## src/rtl/dmem_arbiter.sv

```systemverilog
// Arbitrates the data-memory port between scalar single-word accesses and vector bursts.
// Optional VEC_PREEMPT_EN lets a pending scalar access interrupt a burst between beats.
module dmem_arbiter #(
  parameter int LEN_W = 8
) (
  input  logic             clk,
  input  logic             reset,
  input  logic             cpu_req,
  input  logic             cpu_we,
  input  logic [31:0]      cpu_addr,
  input  logic [31:0]      cpu_wdata,
  output logic             cpu_ready,
  output logic [31:0]      cpu_rdata,
  output logic             cpu_stall,
  input  logic             vec_req,
  input  logic             vec_we,
  input  logic [31:0]      vec_base,
  input  logic [LEN_W-1:0] vec_len,
  input  logic [31:0]      vec_wdata,
  output logic             vec_wnext,
  output logic             vec_rvalid,
  output logic [31:0]      vec_rdata,
  output logic             vec_done,
  output logic             mem_req,
  output logic             mem_we,
  output logic [31:0]      mem_addr,
  output logic [31:0]      mem_wdata,
  input  logic [31:0]      mem_rdata,
  input  logic             mem_ready
);

  typedef enum logic [1:0] {IDLE, CPU, VEC} state_t;

  state_t           state, state_d;
  logic             last_grant;
  logic             vec_we_q;
  logic [31:0]      base_q;
  logic [LEN_W-1:0] len_q;
  logic [LEN_W-1:0] cnt;
  logic             done_pend;
  logic             grant_vec;
  logic             beat_vec;
  logic             cpu_done;
  logic             last_beat;
  logic             vec_ok;
  logic             len_zero;
`ifdef VEC_PREEMPT_EN
  logic             resume;
  logic             preempt;
`endif

  assign last_beat = (cnt == len_q - LEN_W'(1));
  assign len_zero  = (vec_len == '0);
  // A zero-length burst reports done from IDLE; block a re-grant while that pulse is out.
  assign vec_ok    = vec_req & ~done_pend;
  assign cpu_stall = cpu_req & ~cpu_ready;

  always_comb begin
    state_d    = state;
    grant_vec  = 1'b0;
    beat_vec   = 1'b0;
    cpu_done   = 1'b0;
    cpu_ready  = 1'b0;
    cpu_rdata  = '0;
    vec_wnext  = 1'b0;
    vec_rvalid = 1'b0;
    vec_rdata  = '0;
    vec_done   = done_pend;
    mem_req    = 1'b0;
    mem_we     = 1'b0;
    mem_addr   = '0;
    mem_wdata  = '0;
`ifdef VEC_PREEMPT_EN
    preempt    = 1'b0;
`endif
    case (state)
      IDLE: begin
        if (cpu_req && (!vec_ok || last_grant)) begin
          state_d = CPU;
        end else if (vec_ok) begin
          grant_vec = 1'b1;
          if (!len_zero) state_d = VEC;
        end
      end
      CPU: begin
        mem_req   = 1'b1;
        mem_we    = cpu_we;
        mem_addr  = cpu_addr;
        mem_wdata = cpu_wdata;
        if (mem_ready) begin
          cpu_ready = 1'b1;
          cpu_rdata = mem_rdata;
          cpu_done  = 1'b1;
`ifdef VEC_PREEMPT_EN
          state_d   = resume ? VEC : IDLE;
`else
          state_d   = IDLE;
`endif
        end
      end
      VEC: begin
        mem_req   = 1'b1;
        mem_we    = vec_we_q;
        mem_addr  = base_q + (32'(cnt) << 2);
        mem_wdata = vec_wdata;
        if (mem_ready) begin
          beat_vec   = 1'b1;
          vec_wnext  = vec_we_q;
          vec_rvalid = ~vec_we_q;
          vec_rdata  = vec_we_q ? '0 : mem_rdata;
          if (last_beat) begin
            vec_done = 1'b1;
            state_d  = IDLE;
          end
`ifdef VEC_PREEMPT_EN
          else if (cpu_req) begin
            preempt = 1'b1;
            state_d = CPU;
          end
`endif
        end
      end
      default: state_d = IDLE;
    endcase
  end

  always_ff @(posedge clk or negedge reset) begin
    if (!reset) begin
      state      <= IDLE;
      last_grant <= 1'b1;
      cnt        <= '0;
      done_pend  <= 1'b0;
    end else begin
      state     <= state_d;
      done_pend <= grant_vec & len_zero;
      if (grant_vec)     cnt <= '0;
      else if (beat_vec) cnt <= cnt + LEN_W'(1);
      if (cpu_done) last_grant <= 1'b0;
      if ((grant_vec && len_zero) || (beat_vec && last_beat)) last_grant <= 1'b1;
    end
  end

`ifdef VEC_PREEMPT_EN
  always_ff @(posedge clk or negedge reset) begin
    if (!reset)        resume <= 1'b0;
    else if (preempt)  resume <= 1'b1;
    else if (cpu_done) resume <= 1'b0;
  end
`endif

  // Burst descriptor is plain data: captured at grant, never reset.
  always_ff @(posedge clk) begin
    if (grant_vec) begin
      vec_we_q <= vec_we;
      base_q   <= vec_base;
      len_q    <= vec_len;
    end
  end

endmodule
```

## config.mk

```make
export PLATFORM = sky130hd
export DESIGN_NAME = dmem_arbiter
export DESIGN_NICKNAME = d
export VERILOG_FILES = /design/src/rtl/dmem_arbiter.sv
export SDC_FILE = /design/constraint.sdc
export NUM_CORES = 1
export LEC_CHECK = 0
export ABC_CLOCK_PERIOD_IN_PS = 4550
export BUFFER_PORTS_ARGS = -buffer_cell sky130_fd_sc_hd__buf_4
export CAP_MARGIN = 20
export CELL_PAD_IN_SITES_DETAIL_PLACEMENT = 1
export CELL_PAD_IN_SITES_GLOBAL_PLACEMENT = 2
export CORE_UTILIZATION = 21
export CTS_CLUSTER_SIZE = 16
export DETAILED_ROUTE_END_ITERATION = 10
export PLACE_DENSITY_LB_ADDON = 0.1
export SLEW_MARGIN = 20
export SYNTH_ARGS = -nofsm -noshare
export SYNTH_HDL_FRONTEND = slang
export SYNTH_SLANG_ARGS = --single-unit
```

## constraint.sdc

```tcl
create_clock -name clk -period 4.55 [get_ports clk]
set_input_delay 0.6825 -clock clk [delete_from_list [all_inputs] [get_ports clk]]
set_output_delay 0.6825 -clock clk [all_outputs]
set_load 0.01 [all_outputs]
```

==> results by group <==
Synth
  • Syn avg cell area: 8.87 sq um
  • Synth area leaders: edfxtp_1 29%, a22oi_1 7.1%, dfrtp_1 6.5%
  • Syn_nets: 669
  • Yosys cell types: 52
  • EDFF count, synth: 41
  • Mapped Cells: 480
  • Synth Warn #: 0
  • Area leader, netlist: edfxtp_1
  • Top-count cell post-synth: nand2_1
  • Synth Cell Area: 4260 sq um
  • Yosys reg bits: 53
  • Top FF cell, synth: edfxtp_1
  • Register area share after synthesis: 0.360
  • Post-synth top cells: 43 x nand2_1, 41 x edfxtp_1, 41 x nor2b_1
  • Async SR Flop Fraction: 0.226
  • Share of the synthesized area in the top cell type: 0.289

Outcome
  • Status: finished clean

Power and ir drop
  • Pwr Density: 420 nW/um^2
  • Lkg Pwr: 3.21 nW
  • Overall Power: 2.94 mW
  • Peak supply drop: 222 uV

Placed design
  • # port buffers: 309
  • Placed cell count: 1,027
  • Hpwl dp: 15,400 um
  • RD Place Congestion: 0.764

Floorplanning
  • Die width: 144 um
  • Die Area: 20,800 sq um
  • Core area: 19,700 sq um
  • Top-Level Pins: 310
  • Die Height: 144 um
  • Initial Util: 0.217
  • Core Rows: 51

STA
  • Fin Hold WS: 0.214 ns
  • Final hold violations: 0
  • Final worst path period share: 0.793
  • Slew @ Worst Pin: 1.03 ns
  • RSZ-0062 raised after global routing: false
  • Minimum clock period: 3.61 ns
  • Relative slew slack: 0.313
  • FMAX: 277 MHz
  • Setup Viol. Count Final: 0
  • Final slew viol count: 0
  • Setup tns final: 0 ns
  • Skew final: 0.00636 ns

Clocking
  • PostCTS Resize Cnt: 0
  • H-tree depth: 2
  • Clk slew on worst S/H paths: 0.08 ns
  • Clock buffer depth: 2
  • Cts bufs inserted: 5
  • CTS tree: built
  • Root buffer cell: clkbuf_16
  • Sink Count: 53
  • Worst skew pair latency: 0.30 ns
  • Postcts setup bufs: 0
  • Hold_buf cts: 0

Route
  • DRT Pass-1 Iters: 4
  • Vias per cell: 4.54
  • Drc violations: 0
  • DR iter-0 viols: 223
  • Detailed-route via count: 4,697
  • WL/cell: 18.4 um
  • Antenna-violating nets left: 0
  • Post-Route WL: 19,100 um

Global routing
  • First-pass GRT wire length: 27,100 um
  • Initial antenna violation count: 0
  • Vias in the first global route: 4,763
  • Largest net degree at the start of global routing: 76
  • GRT Util Overall: 0.171
  • Total grt overflow: 0

Worst setup path
  • Crit Reg-Reg Startpoint: done_pend$_DFF_PN0_
  • CP endpoint kind: primary output
  • Kind of critical path: reg2out
  • Crit path required time: 3.87 ns
  • WP data arrival: 2.92 ns
  • CP Launch Type: flip-flop
  • CP max stage delay: 0.48 ns
  • CP cell instances: ha_1 > inv_1 > fa_1 > nor2b_1 > o2111ai_1 > and3_1 > nor4b_1 > xnor2_1 > o21ai_1 > buf_4
  • CP max FO: 11
  • Setup crit start: cnt[0]$_DFFE_PN0P_
  • Worst path slowest cell: dfrtp_1

Cells and area
  • ANT cells: 0
  • Multi-input gate area: 2560 sq um
  • Final nets: 958
  • P&R area growth vs syn: 64.2%
  • Fillers: 2,383
  • Non-filler cells, final: 1,035
  • Storage cell area: 1530 sq um
  • Layout cell share with drive strength beyond 1: 0.438

Flow run
  • Max-Cap Viols: 0

Min path
  • Worst hold path type: in2async
## power breakdown
group	switching, mW	internal [mW]
clock	0.190	0.209
combinational	0.975	0.861
sequential	0.0725	0.632
total	1.24	1.70
## logic make-up after synthesis
| family | Yosys count | synth area share |
|---|---|---|
| and+or+nand+nor | 228 | 0.303 |
| AOI/OAI and AO/OA | 94 | 0.157 |
| DFF | 53 | 0.360 |
| buffers and inverters | 46 | 0.0406 |
| xor gates and xnor gates | 42 | 0.0897 |
| adders and majority gates | 14 | 0.0429 |
| muxes | 3 | 0.00705 |
## cells in the final DEF (no fill, tap or decap), types with 3 or more instances in the layout
cell	n
a21oi_1	7
a22oi_1	40
and2_1	35
and3_1	40
buf_4	314
clkbuf_16	5
dfrtp_1	11
edfxtp_1	41
ha_1	11
inv_1	14
mux2i_1	3
nand2_1	43
nand2b_1	3
nand3_1	8
nand4_1	9
nor2_1	20
nor2b_1	41
nor3_1	6
nor3b_1	4
nor4_1	5
o211ai_1	3
o21a_1	3
o21ai_0	24
o21ai_1	3
xnor2_1	22
xor2_1	19
## sequential cells by signal, summed over array words and instances, names as in the netlist
register	count
base_q	32
cnt	8
done_pend	1
last_grant	1
len_q	8
state	2
vec_we_q	1
## area by class of cell
class | count | share of cell area
inverters | 14 | 0.00752
repair buffers | 314 | 0.337
clock inverters | 3 | 0.00358
well taps | 265 | 0.0474
multi-input cells | 381 | 0.367
flip-flops and latches | 53 | 0.219
clock buffers | 5 | 0.0179
## metal layers
layer  wire length (um)  vias up  track usage  share of wire
li1                   -     2300            -              -
met1               7780     2234        0.204           0.41
met2               9970      146        0.314           0.52
met3               1050       17       0.0331          0.055
met4                285        0       0.0388          0.015
met5                  0        -            0              0
## through the flow
step                      area [sq um]   util  setup WS, ns
after floorplan                   4260      -         0.959
after global placement            6840  0.348          1.26
after detailed placement          6840  0.348          1.20
after CTS                         6990  0.356         0.857
after global routing              6990  0.356         0.626
final                             6990  0.356         0.943
## path summary, 6_finish.rpt
kind	slack, ns	end	cells after the start
worst max-delay path	0.94	mem_addr[28]	10
worst min-delay path	0.21	cnt[2]$_DFFE_PN0P_	1
worst max register to register	2.11	base_q[6]$_DFFE_PP_	5
worst min register to register	0.61	state[0]$_DFFE_PN0P_	2
max in group asynchronous	4.10	last_grant$_DFFE_PN1P_	1
min in group clk	0.55	base_q[17]$_DFFE_PP_	1
## critical path: cells and delay by family, from the launching register on
kind	cells	cell delay (ns)
and+or+nand+nor	3	0.90
buffers and inverters	2	0.23
xor gates and xnor gates	1	0.18
AOI/OAI and AO/OA	2	0.22
DFF	1	0.48
adders and majority gates	2	0.61
Power figures use the tool's default switching activity.
